### src/rtl/fsm_rr_arbiter.sv
// Round-robin arbiter: Moore FSM (IDLE/GRANT/GAP) with registered one-hot grants.
// Define ARB_TIMEOUT_EN to build the MAX_HOLD grant-revocation counter.
module fsm_rr_arbiter #(
   parameter int unsigned N_REQ    = 4,
   parameter int unsigned MAX_HOLD = 16,
   parameter int unsigned ID_W     = 2
) (
   input  logic             i_sys_clk,
   input  logic             i_rst_n,
   input  logic [N_REQ-1:0] i_req,
   output logic [N_REQ-1:0] o_grant,
   output logic             o_grant_valid,
   output logic [ID_W-1:0]  o_grant_id,
   output logic             o_timeout
);

   typedef enum logic [1:0] {StIdle, StGrant, StGap} state_e;

   state_e           state_q, state_d;
   logic [N_REQ-1:0] grant_q, grant_d;
   logic             valid_q, valid_d;
   logic [ID_W-1:0]  id_q, id_d;
   logic [ID_W-1:0]  ptr_q, ptr_d;
   logic [ID_W-1:0]  owner_next;
   logic             any_req, hi_found;
   logic [ID_W-1:0]  lo_idx, hi_idx, sel_idx;
   logic             hold_expired;

   if (N_REQ < 2 || ID_W != $clog2(N_REQ) || MAX_HOLD < 1) begin : g_param_check
      $error("fsm_rr_arbiter: invalid N_REQ/ID_W/MAX_HOLD combination");
   end

   // Lowest requester at or above the pointer wins, else the lowest overall (wrap).
   always_comb begin
      any_req  = 1'b0;
      hi_found = 1'b0;
      lo_idx   = '0;
      hi_idx   = '0;
      for (int i = N_REQ - 1; i >= 0; i--) begin
         if (i_req[i]) begin
            any_req = 1'b1;
            lo_idx  = ID_W'(i);
            if (ID_W'(i) >= ptr_q) begin
               hi_found = 1'b1;
               hi_idx   = ID_W'(i);
            end
         end
      end
      sel_idx = hi_found ? hi_idx : lo_idx;
   end

   assign owner_next = (id_q == ID_W'(N_REQ - 1)) ? '0 : id_q + ID_W'(1);

   always_comb begin
      state_d = state_q;
      grant_d = grant_q;
      valid_d = valid_q;
      id_d    = id_q;
      ptr_d   = ptr_q;
      unique case (state_q)
         StIdle: begin
            if (any_req) begin
               state_d          = StGrant;
               grant_d          = '0;
               grant_d[sel_idx] = 1'b1;
               valid_d          = 1'b1;
               id_d             = sel_idx;
            end
         end
         StGrant: begin
            if (!i_req[id_q] || hold_expired) begin
               state_d = StGap;
               grant_d = '0;
               valid_d = 1'b0;
               id_d    = '0;
               ptr_d   = owner_next;
            end
         end
         StGap: begin
            if (any_req) begin
               state_d          = StGrant;
               grant_d          = '0;
               grant_d[sel_idx] = 1'b1;
               valid_d          = 1'b1;
               id_d             = sel_idx;
            end else begin
               state_d = StIdle;
            end
         end
         default: begin
            state_d = StIdle;
            grant_d = '0;
            valid_d = 1'b0;
            id_d    = '0;
         end
      endcase
   end

   always_ff @(posedge i_sys_clk or negedge i_rst_n) begin
      if (!i_rst_n) begin
         state_q <= StIdle;
         grant_q <= '0;
         valid_q <= 1'b0;
         id_q    <= '0;
         ptr_q   <= '0;
      end else begin
         state_q <= state_d;
         grant_q <= grant_d;
         valid_q <= valid_d;
         id_q    <= id_d;
         ptr_q   <= ptr_d;
      end
   end

`ifdef ARB_TIMEOUT_EN
   localparam int unsigned CntW = $clog2(MAX_HOLD + 1);

   logic [CntW-1:0] hold_cnt_q, hold_cnt_d;
   logic            timeout_q, timeout_d;

   // Counter reads k-1 on the k-th GRANT edge, so expiry after MAX_HOLD visible cycles.
   assign hold_expired = (hold_cnt_q == CntW'(MAX_HOLD - 1));

   always_comb begin
      hold_cnt_d = '0;
      if (state_q == StGrant && state_d == StGrant) begin
         hold_cnt_d = hold_cnt_q + CntW'(1);
      end
      timeout_d = (state_q == StGrant) && i_req[id_q] && hold_expired;
   end

   always_ff @(posedge i_sys_clk or negedge i_rst_n) begin
      if (!i_rst_n) begin
         hold_cnt_q <= '0;
         timeout_q  <= 1'b0;
      end else begin
         hold_cnt_q <= hold_cnt_d;
         timeout_q  <= timeout_d;
      end
   end

   assign o_timeout = timeout_q;
`else
   assign hold_expired = 1'b0;
   assign o_timeout    = 1'b0;
`endif

   assign o_grant       = grant_q;
   assign o_grant_valid = valid_q;
   assign o_grant_id    = id_q;

endmodule

### config.mk
export PLATFORM = sky130hd
export DESIGN_NAME = fsm_rr_arbiter
export DESIGN_NICKNAME = d
export VERILOG_FILES = /design/src/rtl/fsm_rr_arbiter.sv
export SDC_FILE = /design/constraint.sdc
export NUM_CORES = 1
export LEC_CHECK = 0
export BUFFER_PORTS_ARGS = -buffer_cell sky130_fd_sc_hd__buf_2
export CORE_AREA = 2 2 39 41
export CTS_CLUSTER_DIAMETER = 50
export DETAILED_ROUTE_END_ITERATION = 10
export DIE_AREA = 0 0 41 43
export GPL_ROUTABILITY_DRIVEN = 1
export HOLD_SLACK_MARGIN = 0.15
export PLACE_DENSITY = 0.66
export SYNTH_ARGS = -nofsm -noshare
export SYNTH_HDL_FRONTEND = slang
export SYNTH_SLANG_ARGS = --single-unit
### constraint.sdc
create_clock -name i_sys_clk -period 3.4 [get_ports i_sys_clk]
set_input_delay 0.17 -clock i_sys_clk [delete_from_list [all_inputs] [get_ports i_sys_clk]]
set_output_delay 0.17 -clock i_sys_clk [all_outputs]
set_load 0.02 [all_outputs]
==> results.md <==
Run status:
- The run finished with clean final reports.

Synthesis:
- Counting flops and latches in the post-synthesis netlist gives 11.
- sky130_fd_sc_hd__dfrtp_1 takes more of the synthesized area than any other cell.
- Sequential elements use 48.9% of the synthesized area.
- The number of instances in the synthesized netlist is 47.
- The post-synthesis instance area is 563 um^2.
- Counting every net in the synthesized netlist gives 54.
- The average cell area after synthesis is 12.0 um^2.
- Sorting the synthesized cells by area gives the leading types as sky130_fd_sc_hd__dfrtp_1 (49%), sky130_fd_sc_hd__mux4_2 (4.0%), sky130_fd_sc_hd__a32o_1 (3.6%), sky130_fd_sc_hd__a21o_2 (3.1%), sky130_fd_sc_hd__a22o_1 (3.1%).
- During synthesis, Yosys emitted a total of 0 warnings.
- The count of different cell masters after synthesis is 26.
- Summed over its instances, the top area cell type makes up 48.9% of the synthesized netlist area.

Cells and area:
- 0 antenna diodes ended up in the layout.
- After the flow finishes, the layout carries non-filler instances totaling 79.
- The number of nets in the finished design is 71.
- The cell area after layout is 672 um^2.
- Counting the fill cells in the layout gives 132.
- The area added between synthesis and finish is 19.3%.
- The post-route netlist has 36.5% of its cells at a drive strength greater than 1.

Global routing:
- For this run, global-route usage on met3 was measured as 3.14%.
- The initial antenna violation count is 0.
- The maximum number of pins on one net before global-route repair is 12.
- The total overflow left after global routing is 0.
- The wire length of the first global-routing pass is 1910 um.
- For this run, global-route usage on met2 was measured as 23.8%.
- For this run, global-route usage on met1 was measured as 21.6%.
- The overall global routing resource usage is 16.7%.
- The via count of the first global-routing pass is 417.
- In this run the most used layer during global routing was met2.

Power:
- The worst-case IR drop observed on VDD is 0.420 mV.
- The cell leakage power is 0.000320 uW.
- For this design the ratio of total power to cell area is 943 nW/um^2.

Setup path:
- The endpoint of the most critical register-to-register path is ptr_q[1]$_DFFE_PN0P_.
- The startpoint kind of the worst setup timing path is a flop.
- Of all nets on the critical path, the largest fanout is 4.
- The worst setup path category is reg2reg.
- For the worst setup path, the data arrival time is 1820 ps.
- The required time of the worst setup path is 3570 ps.
- The startpoint of the lowest-slack register-to-register path is o_grant_id[1]$_DFFE_PN0P_.
- The worst setup path is captured at a flop.
- The worst register-to-register path has a setup slack of 1750 ps.
- The number of cells on the worst reg-to-reg path is 3.

Timing:
- Setup repair after global routing left no endpoint under its margin.
- In the final timing run, aggregate negative setup slack is 0 ps.
- Measured against its own limit, the worst slew margin works out to 56.0%.
- After layout, the worst path uses 48.5% of the clock period.
- The fmax is 0.607 GHz.
- Clock skew on the completed layout was measured at 3.56 ps.
- The number of failing hold endpoints at the final stage was 0.
- After layout, the minimum clock period comes to 1650 ps.
- Setup violations remaining at the end of the flow were counted as 0.
- The transition at the pin with the smallest max-transition slack is 654 ps.
- The max-slew violation count is 0.

Die:
- The floorplan has 14 rows.
- The floorplan step set the die width to 41 um.
- The initial utilization of the core area, before any placement, comes to 40.7%.
- The die boundary height is 43 um.
- The die footprint is 1760 um^2.
- 14 I/O pins were placed.
- The core region is 1380 um^2.

Clock network:
- The CTS tree is done.
- The cell sitting at the root of the clock tree is a sky130_fd_sc_hd__clkbuf_4.
- At the later pin of the worst-skew pair, clock insertion delay measures 280 ps.
- The maximum count of clock buffers along a single path is 2.
- After clock tree synthesis, the clock-pin slew on the worst setup and hold paths is 80 ps.
- The total number of clock tree sinks is 11.
- The number of buffers created by CTS is 3.
- The deepest level of the CTS H-tree is 1.

Placement:
- Port buffering added 12 buffers.
- The half-perimeter wire length after placement is 835 um.
- The instance count after placement with tap cells included is 74.
- The final weighted congestion of routability-driven global placement is 0.717.
- In this run the cell area measured after placement is 636 um^2.

Route:
- For this run, design rule violations remaining after detail routing come to 0.
- Once detail routing completed, the nets flagged for antenna violations numbered 0.
- In this run, the number of DRC markers left after iteration 0 of detailed routing was 11.
- The first detailed-routing pass took 2 iterations.
- The total vias in the final route is 451.
- After detailed routing, the number of vias per cell comes to 5.71.
- The wire length reported by the detailed router is 1170 um.
- The average routed wire per standard cell is 14.8 um.

Flow run:
- The max capacitance violation total is 0.

Worst hold path:
- The type of the most critical hold path is in2async.
==> registers in the layout (all words and copies together) (netlist names) <==
signal	flops
ptr_q	2
o_grant	4
o_grant_valid	1
state_q	2
o_grant_id	2
==> per-stage QoR <==
step / utilization (%) / power, uW / setup slack [ps] / hold slack, ps
after floorplan: - / 458 / 1690 / -126
after global placement: 45.9 / 535 / 1770 / 48.6
after detailed placement: 45.9 / 541 / 1740 / 51.2
after CTS: 48.6 / 637 / 1730 / 296
after global routing: 48.6 / 675 / 1670 / 323
final: 48.6 / 634 / 1750 / 285
==> where the power goes <==
group	internal, uW	switching, uW
registers	188	52.8
clock network	45.6	49.1
logic	131	167
total	365	269
==> cell type report <==
cell class                 instances  area, um^2  share of cell area, %
clock buffer                       4        26.3                   3.91
inverter                           2        7.51                   1.12
multi-input combinational         33         273                   40.6
sequential                        11         275                   41.0
tap                               16        20.0                   2.98
timing repair buffer              13        70.1                   10.4
==> worst max-delay path, stage by stage (launching register included) <==
cell and delay, ps:
sky130_fd_sc_hd__dfrtp_1 410, sky130_fd_sc_hd__mux4_2 580, sky130_fd_sc_hd__nor3_4 200, sky130_fd_sc_hd__mux2_2 360
==> layer usage <==
layer  vias to the layer above  share of wire [%]
met5                         -                  0
met4                         0                2.9
met3                         4                2.0
met2                         7                 49
met1                       228                 46
li1                        212                  -
==> how the worst max path moves through the flow <==
stage,end,startpoint,slack (ps),cells past startpoint
after floorplan,ptr_q[1]$_DFFE_PN0P_,o_grant_id[1]$_DFFE_PN0P_,1690,3
after global placement,ptr_q[1]$_DFFE_PN0P_,o_grant_id[1]$_DFFE_PN0P_,1770,3
after detailed placement,ptr_q[1]$_DFFE_PN0P_,o_grant_id[1]$_DFFE_PN0P_,1740,3
after CTS,ptr_q[1]$_DFFE_PN0P_,o_grant_id[1]$_DFFE_PN0P_,1730,3
after global routing,ptr_q[1]$_DFFE_PN0P_,o_grant_id[1]$_DFFE_PN0P_,1670,3
final,ptr_q[1]$_DFFE_PN0P_,o_grant_id[1]$_DFFE_PN0P_,1750,3
==> cells in the mapped netlist <==
cell                       count
sky130_fd_sc_hd__a21oi_1       2
sky130_fd_sc_hd__dfrtp_1      11
sky130_fd_sc_hd__conb_1        1
sky130_fd_sc_hd__a22o_4        1
sky130_fd_sc_hd__nor4_1        1
sky130_fd_sc_hd__nor2_1        3
sky130_fd_sc_hd__a221o_1       1
sky130_fd_sc_hd__nand2b_1      1
sky130_fd_sc_hd__a221oi_1      1
sky130_fd_sc_hd__a32o_1        2
sky130_fd_sc_hd__and2b_2       1
sky130_fd_sc_hd__nand2_1       3
sky130_fd_sc_hd__nor2b_1       1
sky130_fd_sc_hd__mux2_2        1
sky130_fd_sc_hd__nand3_1       1
sky130_fd_sc_hd__o21a_1        1
sky130_fd_sc_hd__a22o_1        2
sky130_fd_sc_hd__nor3_4        1
sky130_fd_sc_hd__o41ai_1       2
sky130_fd_sc_hd__mux4_2        1
sky130_fd_sc_hd__buf_4         1
sky130_fd_sc_hd__ha_1          1
sky130_fd_sc_hd__a311oi_2      1
sky130_fd_sc_hd__inv_1         2
sky130_fd_sc_hd__o21ai_0       2
sky130_fd_sc_hd__a21o_2        2
==> placed cells by master (no fill, tap or decap), drive strengths merged <==
| cell | instances |
|---|---|
| a21o | 2 |
| a21oi | 2 |
| a221o | 1 |
| a221oi | 1 |
| a22o | 3 |
| a311oi | 1 |
| a32o | 2 |
| and2b | 1 |
| buf | 12 |
| clkbuf | 4 |
| conb | 1 |
| dfrtp | 11 |
| dlygate4sd3 | 1 |
| ha | 1 |
| inv | 2 |
| mux2 | 1 |
| mux4 | 1 |
| nand2 | 3 |
| nand2b | 1 |
| nand3 | 1 |
| nor2 | 3 |
| nor2b | 1 |
| nor3 | 1 |
| nor4 | 1 |
| o21a | 1 |
| o21ai | 2 |
| o41ai | 2 |
==> logic make-up after synthesis <==
family / synth area share (%)
AND/OR/NAND/NOR: 12.7
AO/OA/AOI/OAI: 26.9
flip-flops: 48.9
buffers and inverters: 2.67
other: 0.666
adder cells (fa/ha/maj): 2.22
multiplexers: 6.00
==> what timing repair did <==
item / 4_1_cts / 5_1_grt
hold endpoints to repair: 11 / 0
gates resized for setup: 0 / 0
setup buffers: 0 / 0
hold buffers: 1 / 0
No activity file was read; power rests on OpenSTA's default activity.
